[config.mk]
export PLATFORM = sky130hd
export DESIGN_NAME = if_id_fetch_stage
export DESIGN_NICKNAME = d
export VERILOG_FILES = /design/src/rtl/if_id_fetch_stage.sv
export SDC_FILE = /design/constraint.sdc
export NUM_CORES = 1
export LEC_CHECK = 0
export BUFFER_PORTS_ARGS = -buffer_cell sky130_fd_sc_hd__buf_2
export CORE_MARGIN = 2
export CORE_UTILIZATION = 48
export DETAILED_ROUTE_END_ITERATION = 16
export GPL_TIMING_DRIVEN = 1
export PLACE_DENSITY = 0.88
export SLEW_MARGIN = 20
export SYNTH_ARGS = -nofsm -noshare
export SYNTH_HDL_FRONTEND = slang
export SYNTH_SLANG_ARGS = --single-unit
[constraint.sdc]
create_clock -name clk_i -period 2 [get_ports clk_i]
set_input_delay 0 -clock clk_i [delete_from_list [all_inputs] [get_ports clk_i]]
set_output_delay 0 -clock clk_i [all_outputs]
set_load 0.03 [all_outputs]
[src/rtl/if_id_fetch_stage.sv]
// Instruction-fetch stage with PC register and IF/ID pipeline register.
// Optional stall-cycle counter enabled by defining FETCH_STALL_CNT_EN.
module if_id_fetch_stage #(
  parameter logic [31:0] RESET_PC  = 32'h0000_0000,
  parameter logic [31:0] NOP_INSTR = 32'h0000_0000
) (
  input  logic        clk_i,
  input  logic        rst_n_i,
  input  logic        start_i,
  input  logic        PC_write_i,
  input  logic        IF_ID_write_i,
  input  logic        redirect_i,
  input  logic [31:0] redirect_pc_i,
  input  logic [31:0] instr_i,
  output logic [31:0] pc_o,
  output logic [31:0] IF_ID_pc4_o,
  output logic [31:0] IF_ID_instr_o,
  output logic        IF_ID_valid_o,
  output logic [4:0]  IF_ID_RS_o,
  output logic [4:0]  IF_ID_RT_o,
  output logic [31:0] stall_cnt_o
);

  logic [31:0] pc_r;
  logic [31:0] pc_next_s;
  logic [31:0] pc4_r;
  logic [31:0] pc4_next_s;
  logic [31:0] instr_r;
  logic [31:0] instr_next_s;
  logic        valid_r;
  logic        valid_next_s;
  logic [1:0]  unused_s;

  // Redirect targets are word-aligned, so the low address bits are dropped.
  assign unused_s = redirect_pc_i[1:0];

  // Next PC: redirect beats everything, then start/PC_write gate the increment.
  always_comb begin
    pc_next_s = pc_r;
    if (redirect_i) begin
      pc_next_s = {redirect_pc_i[31:2], 2'b00};
    end else if (!start_i) begin
      pc_next_s = pc_r;
    end else if (!PC_write_i) begin
      pc_next_s = pc_r;
    end else begin
      pc_next_s = pc_r + 32'd4;
    end
  end

  // Next IF/ID contents: flush beats stall, stall beats idle bubble.
  always_comb begin
    pc4_next_s   = pc4_r;
    instr_next_s = instr_r;
    valid_next_s = valid_r;
    if (redirect_i) begin
      pc4_next_s   = 32'h0000_0000;
      instr_next_s = NOP_INSTR;
      valid_next_s = 1'b0;
    end else if (!IF_ID_write_i) begin
      pc4_next_s   = pc4_r;
      instr_next_s = instr_r;
      valid_next_s = valid_r;
    end else if (!start_i) begin
      pc4_next_s   = 32'h0000_0000;
      instr_next_s = NOP_INSTR;
      valid_next_s = 1'b0;
    end else begin
      pc4_next_s   = pc_r + 32'd4;
      instr_next_s = instr_i;
      valid_next_s = 1'b1;
    end
  end

  // PC and IF/ID state registers.
  always_ff @(posedge clk_i or negedge rst_n_i) begin
    if (!rst_n_i) begin
      pc_r    <= RESET_PC;
      pc4_r   <= 32'h0000_0000;
      instr_r <= NOP_INSTR;
      valid_r <= 1'b0;
    end else begin
      pc_r    <= pc_next_s;
      pc4_r   <= pc4_next_s;
      instr_r <= instr_next_s;
      valid_r <= valid_next_s;
    end
  end

  assign pc_o          = pc_r;
  assign IF_ID_pc4_o   = pc4_r;
  assign IF_ID_instr_o = instr_r;
  assign IF_ID_valid_o = valid_r;
  assign IF_ID_RS_o    = instr_r[25:21];
  assign IF_ID_RT_o    = instr_r[20:16];

`ifdef FETCH_STALL_CNT_EN
  logic [31:0] stall_cnt_r;

  // Saturating count of cycles where fetch is active but IF/ID is frozen.
  always_ff @(posedge clk_i or negedge rst_n_i) begin
    if (!rst_n_i) begin
      stall_cnt_r <= 32'h0000_0000;
    end else if (start_i && !redirect_i && !IF_ID_write_i &&
                 (stall_cnt_r != 32'hFFFF_FFFF)) begin
      stall_cnt_r <= stall_cnt_r + 32'd1;
    end else begin
      stall_cnt_r <= stall_cnt_r;
    end
  end

  assign stall_cnt_o = stall_cnt_r;
`else
  assign stall_cnt_o = 32'h0000_0000;
`endif

endmodule

==> results.txt <==
----------------------------------------------------
[Run status]
  Status ... finished clean

[Placed design]
  Final RePlAce weighted congestion ... 0.893
  Cell Count Post-Placement ... 765
  Number of buffers inserted by port buffering ... 172
  Post-Place Worst Slack ... 0.104 ns
  Half-perimeter wire length of the detailed placement result ... 9270 um

[Power]
  Power density over cell area ... 645 mW/mm2
  Lkg Pwr ... 3.23 nW
  Peak ir drop on the vdd network ... 0.338 mV
  Pwr Total ... 4.19 mW
  Net load switching power ... 1.40 mW
  Share of total power in sequential cells ... 0.509
  Switching Share ... 0.335
  Cell Int Power ... 2.79 mW
  Relative contribution of the clock network to total power ... 0.251
  Logic pwr share ... 0.240

[Global route]
  Global-route wire length before repair ... 21700 um
  Pin count of the biggest net entering global routing ... 52
  Antenna violations before repair ... 0
  Total routing usage reported by global routing ... 0.250
  Number of global-route vias before repair ... 4181
  Congestion Overflow GR ... 0

[Setup path]
  Max stage delay cell, worst path ... sky130_fd_sc_hd__dfrtp_1
  Startpoint of the worst-slack reg-to-reg timing path ... pc_o[3]
  Crit Path Class ... register to register
  Max Fanout on Critical Path ... 5
  Critical path startpoint category ... register
  Worst Path Required ... 2.28 ns
  Arrival time of data at the critical path endpoint ... 2.14 ns
  Maximum single-stage delay on the critical path ... 0.45 ns
  Buffer and inverter count on the worst path ... 1
  Cell type group with the largest total delay on the critical path ... simple AND/OR/NAND/NOR gates
  Startpoint of the most critical setup path ... pc_o[3]
  Cells along the critical path ... ha_1 > and3_2 > buf_4 > and3_1 > nand3_1 > xor2_1 > o21ai_0
  Crit path capture type ... register

[Min path]
  Path class of the lowest-slack min-delay path ... input port to register
  Startpoint of the lowest-slack hold path ... IF_ID_write_i

[Detailed routing]
  Remaining routing DRC violations ... 0
  Avg WL per Cell ... 16.2 um
  Remaining antenna violation count after routing ... 0
  Length of the first detailed-routing pass in iterations ... 4
  Number of vias after detailed routing ... 4279
  Routed vias/inst ... 5.09
  DRT iter0 DRCs ... 299
  Wire length after detailed routing ... 13600 um

[Finish]
  Antenna cell count ... 0
  Layout net count ... 777
  Post-route non-filler standard cell count ... 841
  Post-Route Utilization ... 0.664
  Area growth from synthesis to final layout ... 34.8%
  Share of cells above drive strength 1 ... 0.321

[Logic synthesis]
  Number of warnings issued by yosys ... 0
  Unique cell type count in the Yosys netlist ... 34
  Mean cell area of the mapped netlist ... 10.1 um2
  Most used DFF post-synth ... sky130_fd_sc_hd__dfrtp_1
  Number of synthesized register bits ... 94
  Netlist Area Pre-Place ... 0.00482 mm2
  Number of synthesized flops with an enable pin ... 0
  Sequential-to-total area share from yosys stat ... 0.488
  Number of instances in the synthesized netlist ... 478
  Share of flip-flops with an asynchronous set or reset after synthesis ... 1.00

[Die]
  Standard-cell rows ... 36
  Boundary pin count ... 209
  Die Outline Area ... 0.0109 mm2
  X dimension of the die ... 104 um
  Vertical die dimension ... 104 um
  Starting density of the core ... 0.493
  Core Region ... 0.00977 mm2

[Clock tree]
  Setup fix buffers added after clock tree synthesis ... 0
  Clock insertion delay at the later pin of the skew report ... 0.37 ns
  Longest Clk Path Bufs ... 2
  Clock tree from TritonCTS ... built
  Clock-pin slew on the worst setup and hold paths ... 0.09 ns
  Clock Sinks ... 94
  CTS H-tree depth ... 3
  Number of CTS-inserted buffers ... 9
  Clk Tree Root Cell ... sky130_fd_sc_hd__clkbuf_8

[Timing]
  Worst rel slew slack ... 0.592
  Final Hold Violating Endpoints ... 0
  Upper clock frequency limit ... 0.539 GHz
  Post-Route Skew ... 0.00992 ns
  Sum Neg Setup Slack ... 0 ns
  Slew @ Worst Pin ... 0.612 ns
  Fin. max-slew vios ... 0
  Period utilisation layout ... 0.928
  Setup-failing EPs final ... 0
  Worst setup margin ... 0.143 ns
  RSZ-0062 raised after global routing ... no
  Final worst path period need ... 1.86 ns

[Run]
  Max-cap violations ... 0

----------------------------------------------------
==> registers in the layout, indices dropped and copies added (netlist names) <==
register,cells
IF_ID_pc4_o,31
IF_ID_valid_o,1
pc_o,30
IF_ID_instr_o,32
==> Yosys cell counts, drive strengths merged, types with 4 or more instances <==
library cell  number  area (um2)
dfrtp             94        2350
nand2             78         293
o21ai             58         294
buf               51         377
xor2              35         307
a22o              33         289
clkbuf            23        90.1
xnor2             22         193
nand3             21         130
nand4             15         128
nor2              11        41.3
nor4               7        86.3
and2               6        37.5
and3               6        37.5
and4               6        52.6
nor3               4        42.5
==> what timing repair did <==
item / CTS / global route
hold buffers: 63 / 0
setup endpoints to repair: 0 / 8
hold endpoints to repair: 105 / 0
gates resized for setup: 0 / 5
==> worst reg2reg max path: cells and delay by family (launching register included) <==
kind	cells	cell delay [ns]
and+or+nand+nor	3	0.58
adders and majority gates	1	0.27
DFF	1	0.45
AOI/OAI and AO/OA	1	0.18
buffers and inverters	1	0.15
xor gates and xnor gates	1	0.15
==> placed cells by master (no fill, tap or decap), types with 19 or more instances in the layout <==
master	instances
sky130_fd_sc_hd__a22o_1	33
sky130_fd_sc_hd__buf_2	171
sky130_fd_sc_hd__buf_4	23
sky130_fd_sc_hd__conb_1	34
sky130_fd_sc_hd__dfrtp_1	93
sky130_fd_sc_hd__dlygate4sd3_1	63
sky130_fd_sc_hd__nand2_1	78
sky130_fd_sc_hd__nand3_1	19
sky130_fd_sc_hd__o21ai_0	46
sky130_fd_sc_hd__xnor2_1	22
sky130_fd_sc_hd__xor2_1	35
==> metal layers <==
metal,GRT usage,wire length [um],up-vias
li1,-,-,2012
met1,0.318,5670,2054
met2,0.429,6800,192
met3,0.0508,893,21
met4,0.0792,272,0
met5,0,0,-
==> per-stage QoR <==
stage                     area (um2)  hold slack [ns]
after floorplan                 4940           -0.296
after global placement          5700           0.0323
after detailed placement        5700           0.0489
after CTS                       6470            0.127
after global routing            6490            0.156
final                           6490            0.137
==> power by group through the flow <==
| stage | Clock, mW | Sequential, mW | Combinational [mW] |
|---|---|---|---|
| finish | 1.05 | 2.13 | 1.01 |
| global route | 1.14 | 2.15 | 1.08 |
| global placement | 0 | 2.16 | 0.887 |
| detailed placement | 0 | 2.17 | 0.902 |
| CTS | 1.08 | 2.13 | 1.00 |
| floorplan | 0 | 2.36 | 0.419 |
==> final timing paths <==
| path | to | slack (ns) | depth (start not counted) |
|---|---|---|---|
| worst max-delay path | pc_o[14] | 0.14 | 7 |
| worst min-delay path | IF_ID_valid_o | 0.14 | 3 |
| worst max register to register | pc_o[14] | 0.14 | 7 |
| worst min register to register | IF_ID_valid_o | 0.47 | 2 |
| max in group asynchronous | pc_o[2] | 1.11 | 3 |
| min in group asynchronous | pc_o[12] | 0.18 | 2 |
==> kinds of logic after synthesis <==
group	Yosys count	share of synthesized area
fa+ha+maj	1	0.00260
compound gates	91	0.121
xor+xnor	57	0.104
simple gates	158	0.182
mux	2	0.00442
flops	94	0.488
other cells	1	0.000779
buf+inv	74	0.0969
==> area by class of cell <==
class | count | area [um2]
fillers | 741 | 3280
clock inverters | 3 | 15.0
clock buffers | 10 | 128
flip-flops and latches | 94 | 2350
repair buffers | 258 | 1680
multi-input cells | 343 | 2150
well taps | 133 | 166
Note: power is estimated with default switching activity, not from simulation.
